[src/rtl/ps2_host_tx.sv]
// PS/2 host-to-device transmitter: inhibit, request-to-send, 8 data bits + odd parity + stop, then ACK check.
// Optional macro PS2_TX_RETRY_EN: one automatic re-send of the latched byte after a NACK or timeout.
module ps2_host_tx #(
    parameter int INHIBIT_CYCLES = 5000,
    parameter int TIMEOUT_CYCLES = 1000000,
    parameter int SYNC_STAGES    = 2
) (
    input  logic       clk,
    input  logic       reset,
    input  logic [7:0] tx_data,
    input  logic       tx_valid,
    output logic       tx_ready,
    input  logic       ps2_clk_in,
    input  logic       ps2_data_in,
    output logic       ps2_clk_oe,
    output logic       ps2_data_oe,
    output logic       busy,
    output logic       done,
    output logic       err
);

    localparam int INH_W = $clog2(INHIBIT_CYCLES + 1);
    localparam int WD_W  = $clog2(TIMEOUT_CYCLES + 1);

    typedef enum logic [2:0] {IDLE, INHIBIT, REQ, SEND, ACK} state_t;

    state_t             state_q, state_d;
    logic [9:0]         frame_q, frame_d;
    logic [3:0]         bitCnt_q, bitCnt_d;
    logic [INH_W-1:0]   inhCnt_q, inhCnt_d;
    logic [WD_W-1:0]    wdCnt_q, wdCnt_d;
    logic               clkOe_q, clkOe_d;
    logic               dataOe_q, dataOe_d;
    logic [SYNC_STAGES-1:0] clkSync_q, dataSync_q;
    logic               clkPrev_q;
`ifdef PS2_TX_RETRY_EN
    logic               retry_q, retry_d;
`endif

    logic clkSynced, dataSynced, clkFall;
    logic doneNow, errNow, failNow;
    logic [3:0] nextBit;

    assign clkSynced  = clkSync_q[SYNC_STAGES-1];
    assign dataSynced = dataSync_q[SYNC_STAGES-1];
    assign clkFall    = clkPrev_q & ~clkSynced;

    always_comb begin
        state_d  = state_q;
        frame_d  = frame_q;
        bitCnt_d = bitCnt_q;
        inhCnt_d = inhCnt_q;
        wdCnt_d  = wdCnt_q;
        clkOe_d  = clkOe_q;
        dataOe_d = dataOe_q;
        doneNow  = 1'b0;
        errNow   = 1'b0;
        failNow  = 1'b0;
        nextBit  = bitCnt_q + 4'd1;
`ifdef PS2_TX_RETRY_EN
        retry_d  = retry_q;
`endif
        case (state_q)
            IDLE: begin
                clkOe_d  = 1'b0;
                dataOe_d = 1'b0;
                if (tx_valid) begin
                    frame_d  = {1'b1, ~^tx_data, tx_data};
                    inhCnt_d = '0;
                    bitCnt_d = 4'd0;
                    clkOe_d  = 1'b1;
                    state_d  = INHIBIT;
`ifdef PS2_TX_RETRY_EN
                    retry_d  = 1'b0;
`endif
                end
            end
            INHIBIT: begin
                if (inhCnt_q == INH_W'(INHIBIT_CYCLES - 1)) begin
                    state_d  = REQ;
                    clkOe_d  = 1'b0;
                    dataOe_d = 1'b1;
                    wdCnt_d  = '0;
                end else begin
                    inhCnt_d = inhCnt_q + INH_W'(1);
                end
            end
            REQ, SEND, ACK: begin
                // The watchdog wins over a fall arriving in the same cycle.
                if (wdCnt_q == WD_W'(TIMEOUT_CYCLES - 1)) begin
                    failNow = 1'b1;
                end else if (clkFall) begin
                    wdCnt_d = '0;
                    if (state_q == ACK) begin
                        bitCnt_d = 4'd11;
                        if (dataSynced) failNow = 1'b1;
                        else            doneNow = 1'b1;
                    end else begin
                        dataOe_d = ~frame_q[bitCnt_q];
                        bitCnt_d = nextBit;
                        state_d  = (nextBit == 4'd10) ? ACK : SEND;
                    end
                end else begin
                    wdCnt_d = wdCnt_q + WD_W'(1);
                end
            end
            default: state_d = IDLE;
        endcase

        if (doneNow) begin
            state_d  = IDLE;
            clkOe_d  = 1'b0;
            dataOe_d = 1'b0;
        end
        if (failNow) begin
`ifdef PS2_TX_RETRY_EN
            if (!retry_q) begin
                retry_d  = 1'b1;
                state_d  = INHIBIT;
                inhCnt_d = '0;
                bitCnt_d = 4'd0;
                clkOe_d  = 1'b1;
                dataOe_d = 1'b0;
            end else begin
                errNow   = 1'b1;
                state_d  = IDLE;
                clkOe_d  = 1'b0;
                dataOe_d = 1'b0;
            end
`else
            errNow   = 1'b1;
            state_d  = IDLE;
            clkOe_d  = 1'b0;
            dataOe_d = 1'b0;
`endif
        end
    end

    always_ff @(posedge clk) begin
        if (reset) begin
            state_q    <= IDLE;
            frame_q    <= '0;
            bitCnt_q   <= 4'd0;
            inhCnt_q   <= '0;
            wdCnt_q    <= '0;
            clkOe_q    <= 1'b0;
            dataOe_q   <= 1'b0;
            clkSync_q  <= '1;
            dataSync_q <= '1;
            clkPrev_q  <= 1'b1;
`ifdef PS2_TX_RETRY_EN
            retry_q    <= 1'b0;
`endif
        end else begin
            state_q    <= state_d;
            frame_q    <= frame_d;
            bitCnt_q   <= bitCnt_d;
            inhCnt_q   <= inhCnt_d;
            wdCnt_q    <= wdCnt_d;
            clkOe_q    <= clkOe_d;
            dataOe_q   <= dataOe_d;
            clkSync_q  <= {clkSync_q[SYNC_STAGES-2:0], ps2_clk_in};
            dataSync_q <= {dataSync_q[SYNC_STAGES-2:0], ps2_data_in};
            clkPrev_q  <= clkSynced;
`ifdef PS2_TX_RETRY_EN
            retry_q    <= retry_d;
`endif
        end
    end

    assign tx_ready    = (state_q == IDLE);
    assign busy        = ~tx_ready;
    assign done        = doneNow & ~reset;
    assign err         = errNow & ~reset;
    assign ps2_clk_oe  = clkOe_q;
    assign ps2_data_oe = dataOe_q;

endmodule
[config.mk]
export PLATFORM = sky130hd
export DESIGN_NAME = ps2_host_tx
export DESIGN_NICKNAME = d
export VERILOG_FILES = /design/src/rtl/ps2_host_tx.sv
export SDC_FILE = /design/constraint.sdc
export NUM_CORES = 1
export LEC_CHECK = 0
export CAP_MARGIN = 20
export CORE_MARGIN = 3
export CORE_UTILIZATION = 42
export CTS_BUF_LIST = sky130_fd_sc_hd__clkbuf_2 sky130_fd_sc_hd__clkbuf_4 sky130_fd_sc_hd__clkbuf_8
export CTS_CLUSTER_DIAMETER = 50
export DETAILED_ROUTE_END_ITERATION = 8
export PLACE_DENSITY = 0.7
export SETUP_SLACK_MARGIN = 0.02
export SLEW_MARGIN = 10
export SYNTH_ARGS = -nofsm -noshare
export SYNTH_HDL_FRONTEND = slang
export SYNTH_SLANG_ARGS = --single-unit
[constraint.sdc]
create_clock -name clk -period 2.9 [get_ports clk]
set_clock_uncertainty 0.15 [all_clocks]
set_input_delay 0.29 -clock clk [delete_from_list [all_inputs] [get_ports clk]]
set_output_delay 0.29 -clock clk [all_outputs]
set_load 0.01 [all_outputs]
==> results by group, run 1 <==
Min path
  • Worst Hold Path EP: clkSync_q[1]
  • Hold Path Origin: clkSync_q[0]
  • Worst min-delay path category: reg2reg
  • Hold Path Stages: 1

Critical path
  • Crit path DAT: 2.57 ns
  • Flop-to-flop setup slack: 0.45 ns
  • CP max FO: 5
  • CP Class: reg2reg
  • CP startpoint kind: register
  • CP startpoint: inhCnt_q[6]
  • CP top delay family: simple AND/OR/NAND/NOR gates
  • Crit end category: register
  • R2R cell count: 6
  • RR Startpoint: inhCnt_q[6]
  • Worst path cell trace: or4b_1 -> or3_4 -> nand2_4 -> o21ai_2 -> or4_1 -> a21oi_1
  • CP peak stage delay: 0.60 ns
  • CP bufs+invs: 0
  • Critical Path RT: 3.02 ns
  • CP max-delay cell: or4b_1
  • Worst r2r dst: ps2_data_oe

Floorplanning
  • DIE WIDTH: 88.38 um
  • I/O pins: 19
  • Starting Density: 44.13%
  • Die area: 7811 um2
  • Die Ht: 88.38 um
  • Rows: 29
  • Core area: 6459 um2

Power and ir drop
  • Power per cell area: 512.7 nW/um2
  • Sequential Power Share: 47.2%
  • Maximum vdd ir drop: 332.4 uV
  • Sw frac: 22.87%
  • NetSw: 392.3 uW
  • Power share of the clock group: 45.6%
  • Pint: 1323 uW
  • Leak Pwr: 0.001166 uW
  • Combinational fraction of design power: 7.2%

Routing
  • Initial DRT Pass Iterations: 4
  • Via density: 5.261
  • DR DRC count: 0
  • Final WL: 5667 um
  • WL per Instance: 12.65 um
  • Remaining antenna violation count: 0
  • Drt initial violations: 151
  • Routed via count: 2,357

STA
  • Final Hold Viols: 0
  • Final setup TNS: 0 ns
  • Fin crit share: 84.54%
  • RSZ-0062 raised after global routing: no
  • # setup viols final: 0
  • Final slew viol count: 0
  • Worst slew pin tran: 0.5459 ns
  • Hold Slack: 0.2606 ns
  • F_max: 407.9 MHz
  • Slew Limit Headroom: 63.32%
  • Crit path time final: 2.452 ns

Layout
  • Area Growth Syn to Fin: 17.38%
  • Share of layout cells above drive strength 1: 13.75%
  • Fin util: 51.80%
  • Final net count: 383
  • Final instance area: 3346 um2
  • Fin cells: 448
  • Ant. Diodes: 0

Placement
  • GP Congestion: 0.7977
  • Detailed placement HPWL: 3907 um
  • PortBufs: 18
  • Area after DPL: 3110 um2
  • Dpl cells: 432

Synthesis
  • Cell taking the most area after synthesis: dfxtp_1
  • Synth top area share: 40.04%
  • Synthesized cell area: 2850 um2
  • Synth cell types: 57
  • Share of synthesized registers carrying an async set or reset: 0%
  • Syn Inst Count: 345
  • Post-synthesis compound-gate area fraction: 13.65%
  • XOR/XNOR Fraction of Synth Area: 10.45%
  • Post-Synth Adder-Cell Area: 1.756%
  • EDFF count, synth: 0
  • Syn_area_per_cell: 8.262 um2
  • Synth area leaders: dfxtp_1, xnor2_1, nor2_1
  • Syn_nets: 362
  • Main flop type after synthesis: dfxtp_1
  • Sequential element share of the synthesized area: 40.04%
  • Simple-Gate Fraction of Synth Area: 28.71%
  • FF+latch count, synth: 57
  • Yosys Warn Count: 0
  • Synth top cells by count: dfxtp_1, nor2_1, nand2_1
  • Top-count cell post-synth: dfxtp_1
  • Mux contribution to synthesized area: 1.800%
  • Largest family of logic cells by synthesized area: simple AND/OR/NAND/NOR gates

Clock network
  • H-tree depth: 3
  • Reg clk slew, reported paths: 0.07 ns
  • CTS Buffer Depth: 2
  • Cts hold-fix bufs: 0
  • Clk root buf: clkbuf_8
  • CTS tree: done
  • # clock sinks: 57
  • Worst-Skew Late Latency: 0.33 ns
  • CTS buffer count: 9

Global routing
  • Initial antenna violation count: 0
  • Overflow after GRT: 0
  • Tot GR Track Use: 15.89%
  • Largest net degree at the start of global routing: 27
  • First-pass GRT wire length: 9798 um
  • Vias in the first global route: 2,126

Flow run
  • Total of max-cap violations: 0

Status
  • Status: complete, no violations
-- power by group through the flow --
stage,combinational [uW],clock (uW),sequential (uW)
2_1_floorplan,79.1,0,825
3_5_place_dp,124,0,826
3_3_place_gp,123,0,826
4_1_cts,125,799,809
5_1_grt,139,839,810
6_report,123,783,809
-- cell usage in the layout (no fill, tap or decap), types with 3 or more instances in the layout --
cell             instances
ha_1                     4
and2_2                   3
nor2_1                  45
clkbuf_8                12
o21ai_0                 14
mux2i_1                  4
inv_1                    9
dfxtp_1                 56
o31ai_1                  3
nor4_1                   7
xnor2_1                 23
nand4_1                  4
buf_4                    7
a21oi_1                 26
clkdlybuf4s50_1         16
nor3_1                   9
o2111ai_1                5
nand3_1                 10
or2_2                    6
xor2_1                  11
o211ai_1                 4
nand2_1                 43
-- final cells by class --
cell class	count	area (um2)
clock buffer	12	165.2
clock inverter	4	50.05
fill	632	3113
inverter	9	33.78
multi-input combinational	264	1620
sequential	57	1142
tap	77	96.34
timing repair buffer	25	237.7
-- registers in the layout, indices dropped and copies added, names as in the netlist --
register     cells
clkPrev_q        1
wdCnt_q         20
clkSync_q        2
bitCnt_q         4
state_q          3
inhCnt_q        13
dataSync_q       2
frame_q         10
ps2_data_oe      1
ps2_clk_oe       1
-- worst register-to-register path: stages (launching register included) --
cell	delay, ns
dfxtp_1	0.34
or4b_1	0.60
or3_4	0.43
nand2_4	0.11
o21ai_2	0.09
or4_1	0.52
a21oi_1	0.15
-- layer usage --
layer	share of wire [%]	global-route usage, %	up-vias
met1	51	22.13	1084
met4	2.1	7.830	0
met5	0	0	-
li1	-	-	1236
met2	44	23.18	28
met3	2.7	3.445	9
-- timing repair --
item / in CTS / in global routing
resized for setup: 1 / 5
buffers inserted: 0 / 0
endpoints found under the setup margin: 1 / 2
-- cells by family after synthesis --
| logic type | after synthesis |
|---|---|
| buffers and inverters | 24 |
| AO/OA/AOI/OAI | 64 |
| XOR/XNOR | 34 |
| AND/OR/NAND/NOR | 157 |
| flip-flops | 57 |
| multiplexers | 5 |
| adder cells (fa/ha/maj) | 4 |
-- how the worst max path moves through the flow --
stage / endpoint / slack, ns / depth (start not counted)
2_1_floorplan: ps2_data_oe / 0.60 / 6
4_1_cts: done / 0.07 / 4
5_1_grt: wdCnt_q[18] / 0.34 / 7
6_report: ps2_data_oe / 0.45 / 6
3_3_place_gp: done / 0.43 / 4
3_5_place_dp: done / 0.35 / 4
-- per-stage QoR --
step | worst slack (ns) | total power (uW)
after floorplan | 0.6014 | 904.0
after global placement | 0.4345 | 948.9
after detailed placement | 0.3534 | 950.6
after CTS | 0.06541 | 1733
after global routing | 0.3441 | 1788
final | 0.4485 | 1715
Note: power is estimated with default switching activity, not from simulation.
==> run 2: changes to the inputs <==
Clock period 2.9 ns to 2.5 ns, I/O delays scaled along.
==> run 2 against run 1 <==
Against the previous run: clock-buffer cell count rose by 2; cell count up 1.8%; global-route usage increased by 1.1 points; combinational power rose by 24%; die area is the same; sequential share of layout area decreased by 0.45 points; utilization is 0.70 points higher; via count grew 5.1%; highest routed layer unchanged; first-iteration DRC count shrank 35%; routed wire length up 7.1%; register-to-register slack got worse by 0.34 ns.
==> results by group, run 2 (synthesis results as in run 1) <==
Min path
  • Worst min-delay path category: reg2reg

Layout
  • Ant. Diodes: 0
  • Area Growth Syn to Fin: 18.96%
  • Commonest non-fill, non-tap cell in the layout: dfxtp_1
  • Largest register FFs: 20
  • Share of layout cells above drive strength 1: 16.09%
  • Final instance area: 3391 um2
  • Largest regs: wdCnt_q: 20 flops, inhCnt_q: 13 flops, frame_q: 10 flops
  • Fin cells: 456
  • Fin util: 52.50%
  • Final net count: 393
  • Largest reg by FF count: wdCnt_q
  • Commonest cells after routing, fill and taps aside: dfxtp_1, nor2_1, nand2_1

Critical path
  • CP top delay family: simple AND/OR/NAND/NOR gates
  • Worst path cell trace: or4b_4 -> or3_4 -> nand2_4 -> o21ai_2 -> or4_1 -> a21oi_2
  • CP peak stage delay: 0.57 ns
  • Critical Path RT: 2.62 ns
  • CP max-delay cell: or4b_4
  • CP Class: reg2reg
  • Crit end category: register
  • CP startpoint kind: register
  • Crit path DAT: 2.51 ns
  • CP bufs+invs: 0
  • CP max FO: 5

STA
  • Final slew viol count: 0
  • Final Hold Viols: 0
  • # setup viols final: 0
  • Final setup TNS: 0 ns
  • RSZ-0062 raised after global routing: no
  • Slew Limit Headroom: 56.95%
  • Fin crit share: 95.77%
  • Crit path time final: 2.394 ns
  • Hold Slack: 0.2611 ns
  • F_max: 417.7 MHz
  • Worst slew pin tran: 0.6408 ns

Clock network
  • CTS buffer count: 9
  • Reg clk slew, reported paths: 0.06 ns
  • CTS tree: done
  • Worst-Skew Late Latency: 0.33 ns
  • CTS Buffer Depth: 2
  • Cts hold-fix bufs: 0
  • H-tree depth: 3
  • # clock sinks: 57
  • Clk root buf: clkbuf_8

Floorplanning
  • Core area: 6459 um2
  • Rows: 29
  • Die Ht: 88.38 um
  • Starting Density: 44.13%
  • I/O pins: 19
  • DIE WIDTH: 88.38 um
  • Die area: 7811 um2

Routing
  • Final WL: 6068 um
  • Remaining antenna violation count: 0
  • Routed via count: 2,477
  • Initial DRT Pass Iterations: 4
  • DR DRC count: 0
  • WL per Instance: 13.31 um
  • Via density: 5.432
  • Drt initial violations: 98

Global routing
  • Vias in the first global route: 2,298
  • First-pass GRT wire length: 10,530 um
  • Tot GR Track Use: 16.97%
  • Initial antenna violation count: 0
  • Overflow after GRT: 0
  • Largest net degree at the start of global routing: 27

Power and ir drop
  • Maximum vdd ir drop: 344.9 uV
  • Power per cell area: 552.0 nW/um2
  • Leak Pwr: 0.001201 uW

Placement
  • Detailed placement HPWL: 4119 um
  • PortBufs: 18
  • Dpl cells: 441
  • GP Congestion: 0.8235
  • Area after DPL: 3178 um2

Flow run
  • Total of max-cap violations: 0

Status
  • Status: complete, no violations
==> run 2: metrics by stage <==
stage / power (uW) / setup slack, ns
3_3_place_gp: 1107 / 0.1489
2_1_floorplan: 1049 / 0.2014
4_1_cts: 1880 / -0.1680
3_5_place_dp: 1110 / 0.1252
5_1_grt: 1945 / 0.02750
6_report: 1872 / 0.1058
==> run 2: timing repair <==
action                                  in CTS  in global routing
buffers inserted                             0                  1
gates resized for setup                      2                  8
pin swaps                                    0                  4
endpoints found under the setup margin       2                 13
==> run 2: cell type report <==
cell class	count	area, um2
multi-input combinational	264	1635
sequential	57	1142
fill	644	3068
inverter	9	33.78
timing repair buffer	35	309.0
clock buffer	14	173.9
tap	77	96.34
==> run 2: path summary, 6_finish.rpt <==
kind / endpoint / from / depth (start not counted) / slack [ns]
max: ps2_data_oe / inhCnt_q[10] / 6 / 0.11
min: dataSync_q[1] / dataSync_q[0] / 1 / 0.26
max reg2reg: ps2_data_oe / inhCnt_q[10] / 6 / 0.11
min reg2reg: dataSync_q[1] / dataSync_q[0] / 1 / 0.26
==> run 2: power by group <==
part	total (uW)	switching [uW]	internal (uW)
combinational	153	79.9	72.9
sequential	939	10.4	928
clock	780	343	437
==> run 2: routing by layer <==
metal	vias to the layer above	global-route usage (%)	share of wire, %
li1	1257	-	-
met1	1160	23.45	50
met2	50	25.29	43
met3	10	4.469	4.9
met4	0	6.593	1.7
met5	-	0	0
==> run 3: changes to the inputs <==
Settings changed: HOLD_SLACK_MARGIN set to 0.1, PLACE_DENSITY 0.7 to not set.
==> run 3 against run 2 <==
Against the previous run: clock-buffer cell count unchanged; total power down 0.75%; routed wire length up 0.21%; design area fell by 0.15%; global-route usage about the same; first-iteration DRC count shrank 4.1%; largest cell class unchanged.
==> results by group, run 3 (synthesis results as in run 1) <==
Layout
  • Area Growth Syn to Fin: 18.79%
  • Largest register FFs: 20
  • Final instance area: 3386 um2
  • Share of layout cells above drive strength 1: 16.32%
  • Commonest non-fill, non-tap cell in the layout: dfxtp_1
  • Fin util: 52.42%
  • Largest regs: wdCnt_q: 20 flops, inhCnt_q: 13 flops, frame_q: 10 flops
  • Commonest cells after routing, fill and taps aside: dfxtp_1, nor2_1, nand2_1
  • Final net count: 394
  • Largest reg by FF count: wdCnt_q
  • Ant. Diodes: 0
  • Fill cells: 630

Clock network
  • Clk root buf: clkbuf_8
  • Reg clk slew, reported paths: 0.06 ns
  • Worst-Skew Late Latency: 0.33 ns
  • # clock sinks: 57
  • H-tree depth: 3
  • CTS buffer count: 9
  • Cts hold-fix bufs: 0
  • CTS tree: done
  • CTS Buffer Depth: 2

STA
  • Hold Slack: 0.2612 ns
  • F_max: 418.1 MHz
  • Fin crit share: 95.68%
  • Crit path time final: 2.392 ns
  • Slew Limit Headroom: 62.93%
  • Worst slew pin tran: 0.5517 ns
  • # setup viols final: 0
  • Final setup TNS: 0 ns
  • Final slew viol count: 0
  • RSZ-0062 raised after global routing: no
  • Final Hold Viols: 0

Global routing
  • Overflow after GRT: 0
  • Tot GR Track Use: 17.01%
  • Largest net degree at the start of global routing: 21
  • Vias in the first global route: 2,184
  • First-pass GRT wire length: 10,270 um
  • Initial antenna violation count: 0

Critical path
  • CP peak stage delay: 0.56 ns
  • Crit end category: register
  • Critical Path RT: 2.62 ns
  • Worst path cell trace: or4b_4 -> or3_4 -> nand2_4 -> o21ai_2 -> or4_1 -> a21oi_2
  • RR Startpoint: inhCnt_q[6]
  • CP Class: reg2reg
  • Flop-to-flop setup slack: 0.11 ns
  • CP max-delay cell: or4b_4
  • R2R cell count: 6
  • CP max FO: 5
  • CP startpoint kind: register
  • Crit path DAT: 2.51 ns
  • Worst r2r dst: ps2_data_oe

Power and ir drop
  • Leak Pwr: 0.001184 uW
  • Maximum vdd ir drop: 397.8 uV
  • Power per cell area: 548.6 nW/um2
  • Total Power: 1858 uW

Min path
  • Worst min-delay path category: reg2reg
  • Hold Path Origin: dataSync_q[0]
  • Worst Hold Path EP: dataSync_q[1]
  • Hold Path Stages: 1

Floorplanning
  • DIE WIDTH: 88.38 um
  • Core area: 6459 um2
  • Rows: 29
  • Starting Density: 44.13%
  • I/O pins: 19
  • Die area: 7811 um2
  • Die Ht: 88.38 um

Flow run
  • Total of max-cap violations: 0

Placement
  • GP Congestion: 0.8518
  • Detailed placement HPWL: 4398 um
  • PortBufs: 18
  • Area after DPL: 3193 um2

Routing
  • Met3 Wirelength: 288 um
  • WL met2: 2612 um
  • Initial DRT Pass Iterations: 4
  • Routed via count: 2,400
  • Top routing layer in use: met4
  • WL per Instance: 13.31 um
  • Via density: 5.252
  • DR DRC count: 0
  • Final WL: 6081 um
  • Drt initial violations: 94
  • Remaining antenna violation count: 0
  • Post-Route M1 WL: 3140 um

Status
  • Status: complete, no violations
## run 3: timing repair
action                     in CTS  in global routing
buffers inserted                0                  0
hold endpoints to repair        0                  0
setup endpoints to repair       2                  9
pin swaps                       0                  2
gates resized for setup         4                  6
## run 3: stage by stage
stage          cells  setup WS, ns
2_1_floorplan    345        0.2014
3_3_place_gp     443        0.1037
3_5_place_dp     443        0.1010
4_1_cts          457       0.08599
5_1_grt          457       0.02314
6_report         457        0.1081
## run 3: report_power, final
part           total, uW  internal (uW)  switching (uW)
Sequential           940            929            11.4
Clock                765            437             328
Combinational        153           72.4            80.2
Total               1860           1440             420
## run 3: critical path: cells and delay by family (launching register included)
kind             cells  cell delay [ns]
flip-flops           1             0.33
AND/OR/NAND/NOR      4             1.64
AO/OA/AOI/OAI        2             0.22
## run 3: worst max path at each step
stage | startpoint | slack [ns] | endpoint | cells after the start
after global placement | state_q[0] | 0.10 | done | 4
final | inhCnt_q[6] | 0.11 | ps2_data_oe | 6
after detailed placement | inhCnt_q[6] | 0.10 | ps2_data_oe | 6
after global routing | state_q[2] | 0.02 | bitCnt_q[2] | 6
after floorplan | inhCnt_q[3] | 0.20 | ps2_data_oe | 6
after CTS | wdCnt_q[7] | 0.09 | err | 6
## run 3: per-layer routing
metal  up-vias  GRT usage (%)
met5         -              0
met4         0          4.121
met3         4          6.518
met2        40          24.95
met1      1094          23.63
li1       1262              -
## run 3: cell type report
| cell class | instances | area (um2) | area share [%] |
|---|---|---|---|
| Clock buffer | 14 | 173.9 | 5.137 |
| Inverter | 9 | 33.78 | 0.9978 |
| Multi-Input combinational cell | 264 | 1630 | 48.15 |
| Sequential cell | 57 | 1142 | 33.74 |
| Tap cell | 77 | 96.34 | 2.846 |
| Timing Repair Buffer | 36 | 309.0 | 9.128 |
